[src/rtl/maquina_pkg.sv]
// Shared definitions for the coffee-machine sequencer: state codes and width helpers.
package maquina_pkg;

  localparam int unsigned STATE_W = 4;

  typedef enum logic [STATE_W-1:0] {
    ST_IDLE           = 4'd0,
    ST_LIGAR          = 4'd1,
    ST_VERIFICAR_AGUA = 4'd2,
    ST_ENCHER         = 4'd3,
    ST_AQUECER        = 4'd4,
    ST_MOER           = 4'd5,
    ST_COLOCAR_FILTRO = 4'd6,
    ST_PASSAR         = 4'd7,
    ST_SERVIR         = 4'd8,
    ST_ABORTAR        = 4'd9
  } state_e;

  // Bits needed to hold a dose/cup count from 0 to cap inclusive.
  function automatic int unsigned dose_width(input int unsigned cap);
    return (cap < 1) ? 1 : $clog2(cap + 1);
  endfunction

  // Bits needed for a cycle counter that reaches max_dur-1.
  function automatic int unsigned cnt_width(input int unsigned max_dur);
    return (max_dur <= 2) ? 1 : $clog2(max_dur);
  endfunction

  function automatic int unsigned max4(input int unsigned a, input int unsigned b,
                                       input int unsigned c, input int unsigned d);
    int unsigned m;
    m = a;
    if (b > m) m = b;
    if (c > m) m = c;
    if (d > m) m = d;
    return m;
  endfunction

endpackage

[src/rtl/maquina_cafe_param_if.sv]
// Front-panel / actuator bus of the coffee-machine sequencer.
interface maquina_cafe_param_if #(
  parameter int unsigned CUPS_W = 3,
  parameter int unsigned LVL_W  = 3
);
  logic              start;
  logic              abort;
  logic [CUPS_W-1:0] cups;
  logic [3:0]        state;
  logic              busy;
  logic              done;
  logic [LVL_W-1:0]  water_level;

  modport master (output start, abort, cups, input state, busy, done, water_level);
  modport slave  (input start, abort, cups, output state, busy, done, water_level);
endinterface

[src/rtl/maquina_timer.sv]
// Cycle counter with synchronous clear and a terminal-count flag against a per-state limit.
module maquina_timer #(
  parameter int unsigned W = 2
) (
  input  logic         clk,
  input  logic         rst_n,
  input  logic         i_clr,
  input  logic [W-1:0] i_term,
  output logic         o_tc_c
);

  logic [W-1:0] r_count;

  always_ff @(posedge clk or negedge rst_n) begin
    if (!rst_n)     r_count <= '0;
    else if (i_clr) r_count <= '0;
    else            r_count <= r_count + W'(1);
  end

  assign o_tc_c = (r_count == i_term);

endmodule

[src/rtl/maquina_cafe_param.sv]
// Parametrised coffee-machine sequencer: multi-cup brew FSM with reservoir level and abort.
module maquina_cafe_param
  import maquina_pkg::*;
#(
  parameter int unsigned WATER_CAP    = 4,
  parameter int unsigned MAX_CUPS     = 4,
  parameter int unsigned FILL_CYCLES  = 3,
  parameter int unsigned HEAT_CYCLES  = 4,
  parameter int unsigned GRIND_CYCLES = 2,
  parameter int unsigned BREW_CYCLES  = 3
) (
  input logic clk,
  input logic rst_n,
  maquina_cafe_param_if.slave bus
);

  localparam int unsigned CUPS_W = dose_width(MAX_CUPS);
  localparam int unsigned LVL_W  = dose_width(WATER_CAP);
  localparam int unsigned TMR_W  =
    cnt_width(max4(FILL_CYCLES, HEAT_CYCLES, GRIND_CYCLES, BREW_CYCLES));

  state_e             r_state, w_next_state;
  logic [LVL_W-1:0]   r_level, w_level_d;
  logic [CUPS_W-1:0]  r_cups, w_cups_d;
  logic [CUPS_W-1:0]  r_cup_cnt, w_cup_cnt_d;
  logic [CUPS_W-1:0]  w_cups_sat;
  logic               r_busy, r_done, w_busy_d, w_done_d;
  logic [TMR_W-1:0]   w_term;
  logic               w_tc, w_tmr_clr, w_aborting, w_abortable;

  maquina_timer #(.W(TMR_W)) u_timer (
    .clk    (clk),
    .rst_n  (rst_n),
    .i_clr  (w_tmr_clr),
    .i_term (w_term),
    .o_tc_c (w_tc)
  );

  // Timer restarts on every state entry and on each dose/cup boundary.
  assign w_tmr_clr = w_tc || (w_next_state != r_state);

  always_comb begin
    if (bus.cups == '0)                         w_cups_sat = CUPS_W'(1);
    else if (bus.cups > CUPS_W'(MAX_CUPS))      w_cups_sat = CUPS_W'(MAX_CUPS);
    else                                        w_cups_sat = bus.cups;
  end

  assign w_abortable = (r_state == ST_LIGAR)   || (r_state == ST_VERIFICAR_AGUA) ||
                       (r_state == ST_ENCHER)  || (r_state == ST_AQUECER) ||
                       (r_state == ST_MOER)    || (r_state == ST_COLOCAR_FILTRO) ||
                       (r_state == ST_PASSAR);

  always_ff @(posedge clk or negedge rst_n) begin
    if (!rst_n) begin
      r_state   <= ST_IDLE;
      r_level   <= '0;
      r_cups    <= '0;
      r_cup_cnt <= '0;
      r_busy    <= 1'b0;
      r_done    <= 1'b0;
    end else begin
      r_state   <= w_next_state;
      r_level   <= w_level_d;
      r_cups    <= w_cups_d;
      r_cup_cnt <= w_cup_cnt_d;
      r_busy    <= w_busy_d;
      r_done    <= w_done_d;
    end
  end

  // Next-state logic; abort overrides any normal transition.
  always_comb begin
    w_next_state = r_state;
    case (r_state)
      ST_IDLE:           if (bus.start) w_next_state = ST_LIGAR;
      ST_LIGAR:          w_next_state = ST_VERIFICAR_AGUA;
      ST_VERIFICAR_AGUA: w_next_state = (r_level >= LVL_W'(r_cups)) ? ST_AQUECER : ST_ENCHER;
      ST_ENCHER:         if (w_tc && (r_level >= LVL_W'(WATER_CAP - 1))) w_next_state = ST_AQUECER;
      ST_AQUECER:        if (w_tc) w_next_state = ST_MOER;
      ST_MOER:           if (w_tc) w_next_state = ST_COLOCAR_FILTRO;
      ST_COLOCAR_FILTRO: w_next_state = ST_PASSAR;
      ST_PASSAR:         if (w_tc && ((r_cup_cnt + CUPS_W'(1)) >= r_cups)) w_next_state = ST_SERVIR;
      ST_SERVIR:         w_next_state = ST_IDLE;
      ST_ABORTAR:        w_next_state = ST_IDLE;
      default:           w_next_state = ST_IDLE;
    endcase
    if (bus.abort && w_abortable) w_next_state = ST_ABORTAR;
  end

  // Datapath and registered-output next values.
  always_comb begin
    w_level_d   = r_level;
    w_cups_d    = r_cups;
    w_cup_cnt_d = r_cup_cnt;
    w_term      = '0;
    w_aborting  = (w_next_state == ST_ABORTAR);
    w_busy_d    = (w_next_state != ST_IDLE);
    w_done_d    = (w_next_state == ST_SERVIR);
    case (r_state)
      ST_IDLE: begin
        if (bus.start) begin
          w_cups_d    = w_cups_sat;
          w_cup_cnt_d = '0;
        end
      end
      ST_ENCHER: begin
        w_term = TMR_W'(FILL_CYCLES - 1);
        if (w_tc && !w_aborting && (r_level < LVL_W'(WATER_CAP))) w_level_d = r_level + LVL_W'(1);
      end
      ST_AQUECER: w_term = TMR_W'(HEAT_CYCLES - 1);
      ST_MOER:    w_term = TMR_W'(GRIND_CYCLES - 1);
      ST_PASSAR: begin
        w_term = TMR_W'(BREW_CYCLES - 1);
        if (w_tc && !w_aborting) begin
          w_cup_cnt_d = r_cup_cnt + CUPS_W'(1);
          if (r_level != '0) w_level_d = r_level - LVL_W'(1);
        end
      end
      default: w_term = '0;
    endcase
  end

  assign bus.state       = r_state;
  assign bus.busy        = r_busy;
  assign bus.done        = r_done;
  assign bus.water_level = r_level;

endmodule

[src/flat_wrapper.sv]
// flat-port wrapper written by rule: the top's interface ports become plain ports
module maquina_cafe_param_flat import maquina_pkg::*;
#(
  parameter int unsigned WATER_CAP    = 4,
  parameter int unsigned MAX_CUPS     = 4,
  parameter int unsigned FILL_CYCLES  = 3,
  parameter int unsigned HEAT_CYCLES  = 4,
  parameter int unsigned GRIND_CYCLES = 2,
  parameter int unsigned BREW_CYCLES  = 3
)
  (clk, rst_n, bus_start, bus_abort, bus_cups, bus_state, bus_busy, bus_done, bus_water_level);
  maquina_cafe_param_if #(.CUPS_W(3), .LVL_W(3)) bus_i ();
  input logic clk;
  input logic rst_n;
  input wire logic [$bits(bus_i.start)-1:0] bus_start;
  input wire logic [$bits(bus_i.abort)-1:0] bus_abort;
  input wire logic [$bits(bus_i.cups)-1:0] bus_cups;
  output wire logic [$bits(bus_i.state)-1:0] bus_state;
  output wire logic [$bits(bus_i.busy)-1:0] bus_busy;
  output wire logic [$bits(bus_i.done)-1:0] bus_done;
  output wire logic [$bits(bus_i.water_level)-1:0] bus_water_level;
  assign bus_i.start = bus_start;
  assign bus_i.abort = bus_abort;
  assign bus_i.cups = bus_cups;
  assign bus_state = bus_i.state;
  assign bus_busy = bus_i.busy;
  assign bus_done = bus_i.done;
  assign bus_water_level = bus_i.water_level;
  maquina_cafe_param #(.WATER_CAP(WATER_CAP), .MAX_CUPS(MAX_CUPS), .FILL_CYCLES(FILL_CYCLES), .HEAT_CYCLES(HEAT_CYCLES), .GRIND_CYCLES(GRIND_CYCLES), .BREW_CYCLES(BREW_CYCLES)) u_core (.clk(clk), .rst_n(rst_n), .bus(bus_i));
endmodule
[config.mk]
export PLATFORM = sky130hd
export DESIGN_NAME = maquina_cafe_param_flat
export DESIGN_NICKNAME = d
export VERILOG_FILES = /design/src/rtl/maquina_pkg.sv /design/src/rtl/maquina_cafe_param_if.sv /design/src/rtl/maquina_timer.sv /design/src/rtl/maquina_cafe_param.sv /design/src/flat_wrapper.sv
export SDC_FILE = /design/constraint.sdc
export NUM_CORES = 1
export LEC_CHECK = 0
export BUFFER_PORTS_ARGS = -buffer_cell sky130_fd_sc_hd__buf_2
export CAP_MARGIN = 20
export CORE_ASPECT_RATIO = 1.4
export CORE_MARGIN = 5
export CORE_UTILIZATION = 45
export DETAILED_ROUTE_END_ITERATION = 10
export GPL_ROUTABILITY_DRIVEN = 0
export PLACE_DENSITY = 0.61
export RECOVER_POWER = 50
export REMOVE_ABC_BUFFERS = 1
export SYNTH_ARGS = -nofsm -noshare
export SYNTH_HDL_FRONTEND = slang
export SYNTH_SLANG_ARGS = --single-unit
export TNS_END_PERCENT = 10
[constraint.sdc]
create_clock -name clk -period 3.1 [get_ports clk]
set_clock_uncertainty 0.15 [all_clocks]
set_input_delay 0.155 -clock clk [delete_from_list [all_inputs] [get_ports clk]]
set_output_delay 0.155 -clock clk [all_outputs]
set_load 0.05 [all_outputs]
==> results of run 1 <==
## worst max-delay path by stage
stage | start | cells after the start | to | slack (ps)
2_1_floorplan | u_core.bus.water_level[0] | 8 | u_core.u_timer.r_count[0] | 510
3_3_place_gp | u_core.bus.state[3] | 6 | u_core.r_cup_cnt[1] | 640
3_5_place_dp | u_core.bus.state[3] | 6 | u_core.r_cup_cnt[1] | 670
4_1_cts | u_core.bus.state[3] | 6 | u_core.r_cup_cnt[1] | 640
5_1_grt | u_core.bus.state[3] | 6 | u_core.r_cup_cnt[1] | 370
6_report | u_core.bus.state[3] | 6 | u_core.r_cup_cnt[1] | 600
## timing repair
item                                    CTS  global route
endpoints found under the setup margin    0             0
endpoints found under the hold margin    20             0
hold buffers                              3             0
## cell usage in the layout, fill, tap and decap left out, types with 3 or more instances in the layout
cell and count:
sky130_fd_sc_hd__dfrtp_1 17, sky130_fd_sc_hd__buf_2 10, sky130_fd_sc_hd__inv_1 9, sky130_fd_sc_hd__nand2_1 7, sky130_fd_sc_hd__nor2_1 7, sky130_fd_sc_hd__ha_1 7
sky130_fd_sc_hd__nand2b_1 6, sky130_fd_sc_hd__a21o_1 5, sky130_fd_sc_hd__clkbuf_1 5, sky130_fd_sc_hd__nor4_1 4, sky130_fd_sc_hd__o21ai_1 4, sky130_fd_sc_hd__nor2b_1 3
sky130_fd_sc_hd__nand3_1 3, sky130_fd_sc_hd__a21oi_1 3, sky130_fd_sc_hd__a211oi_1 3, sky130_fd_sc_hd__o21ai_0 3, sky130_fd_sc_hd__xnor2_1 3, sky130_fd_sc_hd__clkbuf_4 3
sky130_fd_sc_hd__dlygate4sd3_1 3
## state kept, by name, indices dropped and copies added, names as in the netlist
signal                  cells
u_core.r_cups               3
u_core.bus.state            4
u_core.bus.done             1
u_core.bus.water_level      3
u_core.u_timer.r_count      2
u_core.bus.busy             1
u_core.r_cup_cnt            3
## kinds of logic (layout without fill, tap and decap cells)
family	Yosys count	in the layout	share of synthesized area (%)
simple gates	40	40	18.59
compound gates	34	34	24.09
flops	17	17	35.31
buf+inv	14	31	7.165
fa+ha+maj	8	8	8.930
xor+xnor	6	6	4.985
mux	1	1	0.9345
## power breakdown
group / switching (mW) / leakage [nW] / total [mW] / internal (mW)
combinational: 0.546 / 0.375 / 0.853 / 0.307
sequential: 0.147 / 0.222 / 0.448 / 0.301
clock: 0.0761 / 0.0177 / 0.124 / 0.0481
total: 0.770 / 0.614 / 1.43 / 0.656
## worst max-delay path: stages, from the launching register on
cell                       delay, ps
sky130_fd_sc_hd__dfrtp_1         680
sky130_fd_sc_hd__inv_1           220
sky130_fd_sc_hd__o211a_1         170
sky130_fd_sc_hd__o32ai_2         490
sky130_fd_sc_hd__o211ai_2        260
sky130_fd_sc_hd__and3_1          240
sky130_fd_sc_hd__a31o_1          180
## layout make-up
class	count	area (sq um)
fillers	260	1264
multi-input cells	89	693.2
flip-flops and latches	17	425.4
repair buffers	18	98.84
well taps	36	45.04
inverters	9	33.78
clock buffers	3	22.52
clock inverters	1	5.005
## per-layer routing
layer / vias up / routed length, microns / share of wire, %
met4: 0 / 48 / 1.9
met3: 6 / 69 / 2.8
met2: 16 / 1390 / 56
met1: 468 / 995 / 40
li1: 477 / - / -
met5: - / 0 / 0
## stage by stage
step | instances | hold WS, ps | util (%) | area (sq um)
CTS | 173 | 26.12 | 51.40 | 1330
finish | 173 | 23.25 | 51.16 | 1324
global placement | 166 | -51.11 | 49.18 | 1272
global route | 173 | 21.47 | 51.16 | 1324
floorplan | 115 | -290.6 | - | 1152
detailed placement | 166 | -37.39 | 49.18 | 1272
==> results.md, run 1 <==
Yosys:
- Counting flops with an async set or reset pin after synthesis yields a share of 100.0%.
- Of all cell types, the one taking the most synthesized area is sky130_fd_sc_hd__dfrtp_1.
- Sequential elements use 35.31% of the synthesized area.
- The commonest cells after synthesis are 17 x sky130_fd_sc_hd__dfrtp_1, 9 x sky130_fd_sc_hd__inv_1, 7 x sky130_fd_sc_hd__ha_1, 7 x sky130_fd_sc_hd__nand2_1, 7 x sky130_fd_sc_hd__nor2_1.
- During synthesis, Yosys emitted a total of 0 warnings.
- After synthesis, the netlist uses 46 different library cells.
- The count of flip-flops with a built-in enable after synthesis is 0.
- The dominant synthesized flop cell is sky130_fd_sc_hd__dfrtp_1.
- The area of the mapped netlist is 1205 sq um.
- The top cell type by area accounts for 35.31% of the synthesized area.
- After synthesis, the mean cell area works out to 10.04 sq um.
- In the post-synthesis netlist, the biggest area contributors are sky130_fd_sc_hd__dfrtp_1 35%, sky130_fd_sc_hd__ha_1 7.3%, sky130_fd_sc_hd__buf_6 3.7%.
- The leading cell type by number of instances after synthesis is sky130_fd_sc_hd__dfrtp_1.
- Counting flops and latches in the post-synthesis netlist gives 17.
- The number of standard cells after synthesis is 120.

Finish:
- After the last flow step, the layout net total stands at 153.
- 0 antenna diodes ended up in the layout.
- In the final layout, the share of cells above drive strength 1 is 18.25%.
- Relative to the synthesized area, the layout overhead comes to 9.865%.

Outcome:
- The run finished with clean final reports.

STA:
- The worst pin sits at a relative slew slack of 37.53%.
- Setup violations remaining at the end of the flow were counted as 0.
- For this run, the top clock speed supported by timing is 0.4008 GHz.
- Of the available clock period, the critical path in the final layout requires 80.49%.
- The setup TNS after final layout is 0 ps.
- Setup repair after global routing left no endpoint under its margin.
- The worst path setup slack after routing is 604.8 ps.
- The minimum clock period is 2495 ps.
- At the pin with the least slew margin, the transition time is 937.0 ps.
- The number of pins with negative max-slew slack in the final report is 0.
- The final count of hold timing violations is 0.

Routing:
- For this run, the detailed router's first-pass iteration total came to 4.
- The via count is 967.
- Dividing the detail-routed wire length by the instance count gives 14.47 microns.
- In this run, the number of DRC markers left after iteration 0 of detailed routing was 24.
- The number of design rule violations left after detail routing is 0.
- Once detail routing completed, the nets flagged for antenna violations numbered 0.
- Using the TritonRoute via totals, the vias-per-cell ratio works out to 5.590.
- For this block, the routed nets add up to 2503 microns of wire.

Pwr:
- Dividing total power by cell area gives a power density of 1077 nW/um^2.
- The final total power is 1.426 mW.
- The static leakage power is 0.6141 nW.
- IR analysis of the VDD net gives a maximum drop of 0.4004 mV.

Floorplan:
- The number of rows in the core area is 22.
- The effective utilization at floorplan is 46.57%.
- The core region is 2587 sq um.
- The die covers 3827 sq um.
- The floorplan die width is 53.73 microns.
- The number of ports placed on the die boundary is 16.
- The height of the die is 71.23 microns.

Place:
- At the placement stage, the worst setup path has a slack of 668.9 ps.
- The HPWL after detailed placement is 1909 microns.
- Buffers placed on the I/O ports in this run total 15.

Global route:
- The wire length of the first global-routing pass is 4402 microns.
- Entering global routing, the biggest net connects 18 pins.
- The met3 capacity usage during global routing is 1.871%.
- In the global route stage, overall resource usage came out at 15.24%.
- The via count of the first global-routing pass is 1010.
- The global routing usage on met2 is 26.82%.
- The global-route met1 utilization is 17.37%.
- After global routing, the most crowded layer is met2.
- The number of antenna violations at the first check in global routing is 0.
- The overall overflow remaining after global route is 0.

Worst setup path:
- The required time of the critical path is 3150 ps.
- Across all register-to-register paths, the minimum setup slack is 600 ps.
- STA classifies the critical path startpoint as a register.
- The largest fanout on the critical path is 13.
- The endpoint of the worst register-to-register path is u_core.r_cup_cnt[1].
- The startpoint of the worst-slack reg-to-reg timing path is u_core.bus.state[3].
- The worst register-to-register path has a depth of 6.
- The worst setup path category is reg2reg.
- The worst setup path is captured at a register.
- At the worst endpoint, the arrival time is 2550 ps.

Clocking:
- Buffers inserted during clock tree synthesis total 3.
- In this run the number of H-tree levels came out at 1.
- The clock edge transition at the registers on the reported setup and hold paths is 110 ps.
- The cell chosen for the clock root is sky130_fd_sc_hd__clkbuf_4.
- No sink is reached through more buffers than the 2 on the longest clock path.
- TritonCTS built the clock tree.
- The latest clock arrival within the worst-skew pair is 300 ps.
- After clock tree synthesis, the repair step resized 0 gates.
- Counting every sink on the clock net gives 17.
- In this run the post-CTS setup repair buffer count came out at 0.

Min path:
- The worst hold-check path type is in2reg.
- The worst hold path was traced through 3 stages.
- The path with the worst hold slack has its endpoint at u_core.r_cups[0].
- The startpoint of the tightest hold check path is bus_cups[0].

Run:
- The max-capacitance violation count is 0.
(Power assumes the default switching activity.)
==> run 2, diff against run 1 <==
- ABC_AREA: not set -> 1
- PLACE_DENSITY: 0.61 -> 0.63
- clock period: 3.1 -> 2.2 ns (I/O delays scaled with it)
==> run 2 against run 1 <==
Compared with the run above: the flow now finishes with violations (negative setup slack); setup slack worse by 630 ps; combinational power up 44%; core utilization up 8.2 points; highest routed layer unchanged; sequential cell count unchanged; via count up 7.8%; first-iteration DRC count down 46%; power up 35%; register-to-register slack worse by 630 ps; sequential share of layout area down 2.6 points; synthesized area down 3.3%; final cell count up 20%; sequential power up 18%.
==> results.md, run 2 <==
Outcome:
- The run finished, with violations left.
- The final reports fail on negative setup slack.

Yosys:
- The most used flip-flop cell after synthesis is sky130_fd_sc_hd__dfrtp_1.
- The cell accounting for the most synthesized area is sky130_fd_sc_hd__dfrtp_1.
- After synthesis, the netlist uses 26 different library cells.
- The share of flip-flops with an asynchronous set or reset after synthesis is 100.0%.
- The number of standard cells after synthesis is 142.
- Counting flops with a built-in enable in the synthesized netlist gives 0.
- The total number of yosys warnings is 0.
- The post-synthesis average cell area is 8.203 sq um.
- Counting flops and latches in the post-synthesis netlist gives 17.
- By count the netlist is led by 24 x sky130_fd_sc_hd__nand2_1, 17 x sky130_fd_sc_hd__dfrtp_1, 17 x sky130_fd_sc_hd__inv_1, 13 x sky130_fd_sc_hd__nand3_1, 11 x sky130_fd_sc_hd__nor2_1.
- By area the synthesized netlist is led by sky130_fd_sc_hd__dfrtp_1 37%, sky130_fd_sc_hd__nand2_1 7.7%, sky130_fd_sc_hd__ha_1 7.5%.
- Sequential cells were found to cover 36.52% of the synthesized design area.
- The area of the mapped netlist is 1165 sq um.
- Yosys instantiated no cell more often than sky130_fd_sc_hd__nand2_1.
- The share of synthesized area in the top cell type comes to 36.52%.

Worst setup path:
- The cell repeated most along the worst path is sky130_fd_sc_hd__nand2_2.
- The number of cell instances on the worst register-to-register path is 11.
- The timing endpoint of the critical path is u_core.bus.busy.
- The buffer and inverter count on the worst path is 0.
- The endpoint identified for the worst register-to-register timing path is u_core.bus.busy.
- The critical path endpoint category is a register.
- The signal on the critical path passes through ha_2 > xor2_1 > ha_1 > nand2_1 > o211ai_1 > nand3_2 > nand2_2 > nand2_2 > nor2_4 > nand3_4 > or2_1.
- In this run the worst setup path begins at u_core.r_cup_cnt[0].
- The cell depth of the worst setup path is 11.
- The cell family contributing the most delay on the critical path is simple AND/OR/NAND/NOR gates.
- The signal arrival time at the worst endpoint is 2260 ps.
- STA classifies the critical path startpoint as a register.
- The slowest stage of the critical path is the sky130_fd_sc_hd__dfrtp_1 cell.
- Data on the critical path is required at its endpoint by 2240 ps.
- The worst register-to-register path has a setup slack of -20 ps.
- The largest incremental delay on the critical path is 400 ps.
- The worst register-to-register path begins at u_core.r_cup_cnt[0].
- The critical path is of the reg2reg type.
- In this run the worst path has a maximum fanout of 3.

Finish:
- The final design instance area without fill is 1450 sq um.
- The final layout net count is 189.
- The repair_antennas step left the layout with diodes totalling 0.
- From synthesis to final layout, the design area changed by 24.49%.
- Cells with a size suffix above 1 make up 34.10% of the layout.
- The most common cell after layout, fill and taps aside is sky130_fd_sc_hd__nand2_1.
- The number of flip-flops in the largest register is 4.
- In the layout the commonest cells are 21 x sky130_fd_sc_hd__nand2_1, 17 x sky130_fd_sc_hd__inv_1, 15 x sky130_fd_sc_hd__dfrtp_1.

Routing:
- The number of design rule violations left after detail routing is 0.
- After detailed routing, the number of vias per cell comes to 5.034.
- The routed length per instance is 12.36 microns.
- The detail route stage leaves a number of antenna-violating nets equal to 0.
- The first-pass iteration count of the detailed router is 4.
- The via count is 1042.
- The total length of routed wires is 2558 microns.
- The number of violations reported at the end of detailed-routing iteration 0 is 13.

Global route:
- The via count of the first global-routing pass came to 1019.
- Global routing consumed, over all layers together, 16.23% of the routing resources.
- For this run the aggregate overflow at the end of global routing stands at 0.
- The maximum number of pins on one net before global-route repair is 18.
- The number of antenna violations at the first check in global routing is 0.
- The first global-routing pass estimated 4526 microns of wire.

STA:
- Setup repair after global routing could not meet its margin everywhere.
- Setup slack on the critical path of the routed design comes to -24.40 ps.
- Derived from the worst setup path, the maximum achievable clock frequency is 0.4496 GHz.
- Setup violations remaining at the end of the flow were counted as 3.
- The worst pin sits at a relative slew slack of 38.97%.
- The final count of hold timing violations is 0.
- The number of pins with negative max-slew slack in the final report came to 0.
- The actual transition at the worst max-transition pin is 915.4 ps.
- The final critical path takes up 101.1% of the cycle.
- The minimum clock period is 2224 ps.

Clocking:
- The cell chosen for the clock root is sky130_fd_sc_hd__clkbuf_4.
- The CTS tree is yes.
- The maximum buffer depth of the clock tree is 2.
- Buffers inserted during clock tree synthesis total 3.
- For the worst-skew pair, the clock arrives at the later sink with an insertion delay of 290 ps.
- The clock edge transition at the registers on the reported setup and hold paths is 100 ps.
- In this run the number of H-tree levels came out at 1.
- Clock tree synthesis found a total of 17 sinks.

Pwr:
- The clock network is responsible for 8.7% of the overall power.
- Sequential cells burn 27.4% of the power.
- Internal power comes to 0.9045 mW.
- The final total power is 1.922 mW.
- The share of total power consumed by net switching is 52.94%.
- Per report_power, the combinational group accounts for 64.0% of the total.
- Across the VDD grid, the largest voltage drop is 0.6266 mV.
- Dividing total power by cell area gives a power density of 1326 nW/um^2.
- Summed over all nets, the switching power comes to 1.018 mW.
- In this run the static leakage power is 0.7238 nW.

Floorplan:
- The number of rows in the core area is 21.
- Measured along the x axis, the die boundary spans 53 microns.
- The total die area is 3721 sq um.
- The floorplan step set the die height to 70.20 microns.
- The number of ports placed on the die boundary is 16.
- The effective utilization at floorplan is 47.67%.
- The core area is 2444 sq um.

Run:
- The tool flagged a number of max-cap violations equal to 0.

Place:
- Once placement finished, the instance area stood at 1320 sq um.
- The HPWL after detailed placement is 2028 microns.
- The number of input and output port buffers inserted is 15.

Min path:
- The worst hold-check path type is in2reg.
## run 2: cell count changes after synthesis, sizes merged, moves of 5 or more
| cell | before | now |
|---|---|---|
| nand2b | 7 | 0 |
| nand2 | 7 | 31 |
| a21oi | 3 | 8 |
| inv | 9 | 19 |
| nand3 | 3 | 18 |
| a21o | 5 | 0 |
| nor2 | 7 | 18 |
## run 2: logic make-up after synthesis
group	count (synthesis)	synth area share, %
buffers and inverters	19	6.123
and+or+nand+nor	75	35.02
adders and majority gates	8	9.237
xor gates and xnor gates	5	3.760
AOI/OAI and AO/OA	18	9.344
DFF	17	36.52
## run 2: cell type report
class | count | area [sq um]
tap | 34 | 42.54
sequential | 17 | 427.9
timing repair buffer | 27 | 176.4
inverter | 19 | 71.32
clock buffer | 3 | 22.52
fill | 220 | 993.5
clock inverter | 1 | 5.005
multi-input combinational | 106 | 704.4
## run 2: how the worst min path moves through the flow
stage / start / end / depth (start not counted)
after detailed placement: rst_n / u_core.bus.state[1] / 1
after global routing: bus_start / u_core.r_cups[0] / 4
after CTS: bus_start / u_core.r_cups[0] / 4
after global placement: rst_n / u_core.bus.state[1] / 1
final: bus_start / u_core.r_cups[0] / 4
after floorplan: rst_n / u_core.bus.busy / 0
## run 2: worst min-delay path, delay by kind of cell
kind,cells,cell delay (ps)
buffers and inverters,1,80
and+or+nand+nor,3,240
## run 2: stage by stage
stage	util, %	setup TNS (ps)	hold WS, ps	worst slack (ps)	std cells
floorplan	-	-48.88	-335.6	-48.88	142
global placement	54.02	-11.13	-95.92	-6.402	196
detailed placement	54.02	-84.47	-93.86	-36.53	196
CTS	58.63	-39.82	90.90	-22.11	207
global route	59.34	-772.4	35.65	-154.2	207
finish	59.34	-70.56	27.71	-24.40	207
## run 2: repair_timing
| action | in CTS | in global routing |
|---|---|---|
| setup buffers | 2 | 0 |
| hold endpoints to repair | 20 | 0 |
| hold buffers | 5 | 0 |
| gates resized for setup | 5 | 8 |
| pin swaps | 4 | 1 |
| endpoints found under the setup margin | 4 | 8 |
## run 2: metal layers
metal	GRT usage, %	up-vias	share of wire (%)
li1	-	534	-
met1	19.65	477	41
met2	27.07	25	54
met3	2.553	6	2.7
met4	7.670	0	2.4
met5	0	-	0
## run 2: power groups by stage
stage                     clock network, mW  registers [mW]  logic, mW
after detailed placement                  0           0.526       1.14
after global placement                    0           0.523       1.11
after global routing                  0.191           0.543       1.36
after CTS                             0.178           0.520       1.21
after floorplan                           0           0.726      0.665
final                                 0.166           0.527       1.23
==> run 3, diff against run 2 <==
- CORE_UTILIZATION: 45 -> 50
- PLACE_DENSITY: 0.63 -> 0.67
- clock period: 2.2 -> 2.7 ns (I/O delays scaled with it)
==> run 3 against run 2 <==
Compared with the run above: the run now ends clean; power decreased by 25%; register-to-register slack improved by 420 ps; core utilization increased by 1.7 points; first-iteration DRC count decreased by 23%; final cell count decreased by 8.7%; setup slack improved by 420 ps; largest cell class unchanged; largest power group unchanged.
==> results.md, run 3 (same netlist as run 2, synthesis figures left out) <==
Outcome:
- The run finished with clean final reports.

Routing:
- The residual antenna-violating net count after detailed routing is 0.
- Using the TritonRoute via totals, the vias-per-cell ratio works out to 5.397.
- For this block, the routed nets add up to 2459 microns of wire.
- In the routed design, unresolved DRC markers number 0.
- For this run, the detailed router's first-pass iteration total came to 4.
- In this run, the number of DRC markers left after iteration 0 of detailed routing was 10.
- Dividing the detail-routed wire length by the instance count gives 13.01 microns.
- The routed layout has 1020 vias.

Global route:
- The number of antenna violations at the first check in global routing is 0.
- The via count of the first global-routing pass was 980.
- The total global routing track utilization is 16.80%.
- The maximum number of pins on one net before global-route repair is 18.
- The first global-routing pass estimated 4353 microns of wire.
- The overall overflow remaining after global route is 0.

Worst setup path:
- The required time of the critical path is 2760 ps.
- The critical path endpoint category is a register.
- The number of cell instances on the worst register-to-register path is 13.
- The worst register-to-register path has a setup slack of 390 ps.
- The critical path contains buffers and inverters numbering 0 combined.
- Data arrives at the worst endpoint at 2360 ps.
- The critical path is of the reg2reg type.
- On the worst path, the slowest cell contributes a delay of 410 ps.
- The worst register-to-register path ends at u_core.u_timer.r_count[1].
- Of all nets on the critical path, the largest fanout is 4.
- The largest individual stage delay along the critical path comes from the cell sky130_fd_sc_hd__dfrtp_1.
- The startpoint identified for the worst register-to-register timing path is u_core.r_cup_cnt[0].
- The launching element type of the critical path is a register.
- The cell repeated most along the worst path is sky130_fd_sc_hd__nand2_2.
- The cell family contributing the most delay on the critical path is simple AND/OR/NAND/NOR gates.
- The signal on the critical path passes through ha_1 > xor2_1 > ha_1 > nand2_1 > o211ai_1 > nand3_2 > nand2_1 > nand2_2 > nor2_4 > nand3_4 > nand2_2 > nand2_2 > nor3_1.

Finish:
- The register with the most flip-flops in the layout has 4 of them.
- The repair_antennas step left the layout with diodes totalling 0.
- The area growth from synthesis to layout is 15.47%.
- The final core utilization is 61.08%.
- The fraction of layout instances using a drive strength above 1 is 22.16%.
- The final layout net count is 183.
- The library cell used most frequently in the layout, excluding fill and tap cells, is sky130_fd_sc_hd__nand2_1.
- In the layout the commonest cells are 24 x sky130_fd_sc_hd__nand2_1, 17 x sky130_fd_sc_hd__inv_1, 17 x sky130_fd_sc_hd__dfrtp_1.

STA:
- The number of failing setup endpoints in the final timing report is 0.
- The maximum achievable frequency is 0.4336 GHz.
- The final count of hold timing violations was 0.
- The part of the cycle the worst path needs is 85.42%.
- Subtracting the final worst setup slack from the clock period gives 2306 ps.
- The remaining max-slew budget at the tightest pin is 36.16%.
- Summed over all failing endpoints, the final setup total negative slack is 0 ps.
- Setup repair after global routing left no endpoint under its margin.
- For the pin with the worst max-slew slack, the measured transition is 957.6 ps.
- The number of pins with negative max-slew slack in the final report is 0.

Pwr:
- Of the total power, combinational logic draws 61.0%.
- VDD sags by at most 0.7691 mV.
- The share of total power consumed by net switching is 53.53%.
- The power per cell area is 1076 nW/um^2.
- The switching power is 0.7744 mW.
- Cell internal power was estimated by the tool at 0.6724 mW.
- The static leakage power is 0.6765 nW.
- The relative contribution of sequential cells to total power is 29.5%.
- The clock network fraction of design power is 9.4%.

Floorplan:
- The number of ports placed on the die boundary is 16.
- The floorplan step set the die width to 50.80 microns.
- The region available for standard cell placement spans 2202 sq um.
- The die covers 3409 sq um.
- In this run the core area contains 20 standard-cell rows.
- Once the floorplan was initialized, standard cells occupied 52.90% of the core.
- The die is 67.11 microns tall.

Run:
- The max-capacitance violation count is 0.

Clocking:
- The count of clock tree sinks is 17.
- TritonCTS built the clock tree.
- The count of H-tree levels built during CTS is 1.
- In this run, CTS created clock tree buffers numbering 3.
- After clock tree synthesis, the clock-pin slew on the worst setup and hold paths is 100 ps.
- The clock passes through at most 2 buffers.
- For the worst-skew pair, the clock arrives at the later sink with an insertion delay of 290 ps.
- The cell chosen for the clock root is sky130_fd_sc_hd__clkbuf_4.
- The post-cts resize count is 0.
- The post-CTS setup repair buffer count is 0.

Place:
- The HPWL after detailed placement is 1972 microns.
- The number of input and output port buffers inserted is 15.

Min path:
- The worst hold path belongs to the class in2reg.
- The end point of the most critical hold path is u_core.r_cups[0].
- The worst hold path stage count is 4.
- The startpoint of the tightest hold check path is bus_start.
==> run 3: cell count changes in the layout (fill, tap and decap cells not counted), sizes merged <==
cell / delta
clkbuf: +5
buf: -10
clkinv: -1
==> run 3: stage by stage <==
step | power [mW] | cell area (sq um) | instances | hold slack [ps] | worst slack, ps
finish | 1.447 | 1345 | 189 | 118.0 | 393.8
global route | 1.577 | 1345 | 189 | 159.2 | 221.9
CTS | 1.464 | 1351 | 189 | 118.5 | 379.2
detailed placement | 1.315 | 1275 | 180 | -61.27 | 399.2
global placement | 1.311 | 1275 | 180 | -71.98 | 483.3
floorplan | 1.133 | 1165 | 142 | -310.6 | 451.1
==> run 3: final cells by class <==
type | count | area (sq um)
clock buffers | 4 | 26.28
fillers | 213 | 857.1
inverters | 19 | 71.32
multi-input cells | 106 | 668.1
flip-flops and latches | 17 | 425.4
well taps | 22 | 27.53
repair buffers | 21 | 126.4
==> run 3: worst reg2reg max path: stages (launching register included) <==
cell                       delay (ps)
sky130_fd_sc_hd__dfrtp_1          410
sky130_fd_sc_hd__ha_1             220
sky130_fd_sc_hd__xor2_1           160
sky130_fd_sc_hd__ha_1             320
sky130_fd_sc_hd__nand2_1           70
sky130_fd_sc_hd__o211ai_1         190
sky130_fd_sc_hd__nand3_2          110
sky130_fd_sc_hd__nand2_1           80
sky130_fd_sc_hd__nand2_2           70
sky130_fd_sc_hd__nor2_4           120
sky130_fd_sc_hd__nand3_4           90
sky130_fd_sc_hd__nand2_2           70
sky130_fd_sc_hd__nand2_2           50
sky130_fd_sc_hd__nor3_1           130
==> run 3: timing repair <==
item | 4_1_cts | 5_1_grt
hold buffers | 5 | 0
hold endpoints to repair | 20 | 0
setup endpoints to repair | 0 | 0
==> run 3: power groups by stage <==
stage                     logic (mW)  registers (mW)  clock network (mW)
final                          0.883           0.427               0.136
after global routing           0.982           0.441               0.154
after CTS                      0.896           0.425               0.143
after detailed placement       0.885           0.430                   0
after global placement         0.879           0.431                   0
after floorplan                0.542           0.592                   0
==> run 3: worst max-delay path by stage <==
| stage | startpoint | depth (start not counted) | endpoint | slack [ps] |
|---|---|---|---|---|
| 2_1_floorplan | u_core.bus.state[0] | 7 | u_core.bus.water_level[2] | 450 |
| 3_3_place_gp | u_core.r_cup_cnt[0] | 11 | u_core.bus.busy | 480 |
| 3_5_place_dp | u_core.r_cup_cnt[0] | 13 | u_core.u_timer.r_count[1] | 400 |
| 4_1_cts | u_core.r_cup_cnt[0] | 13 | u_core.u_timer.r_count[1] | 380 |
| 5_1_grt | u_core.r_cup_cnt[0] | 13 | u_core.u_timer.r_count[1] | 220 |
| 6_report | u_core.r_cup_cnt[0] | 13 | u_core.u_timer.r_count[1] | 390 |
==> run 3: routing by layer <==
layer,routed length (microns),GRT usage [%],up-vias
met5,0,0,-
met4,89,8.946,0
met1,1017,19.72,466
met3,106,3.132,11
li1,-,-,520
met2,1247,28.42,23
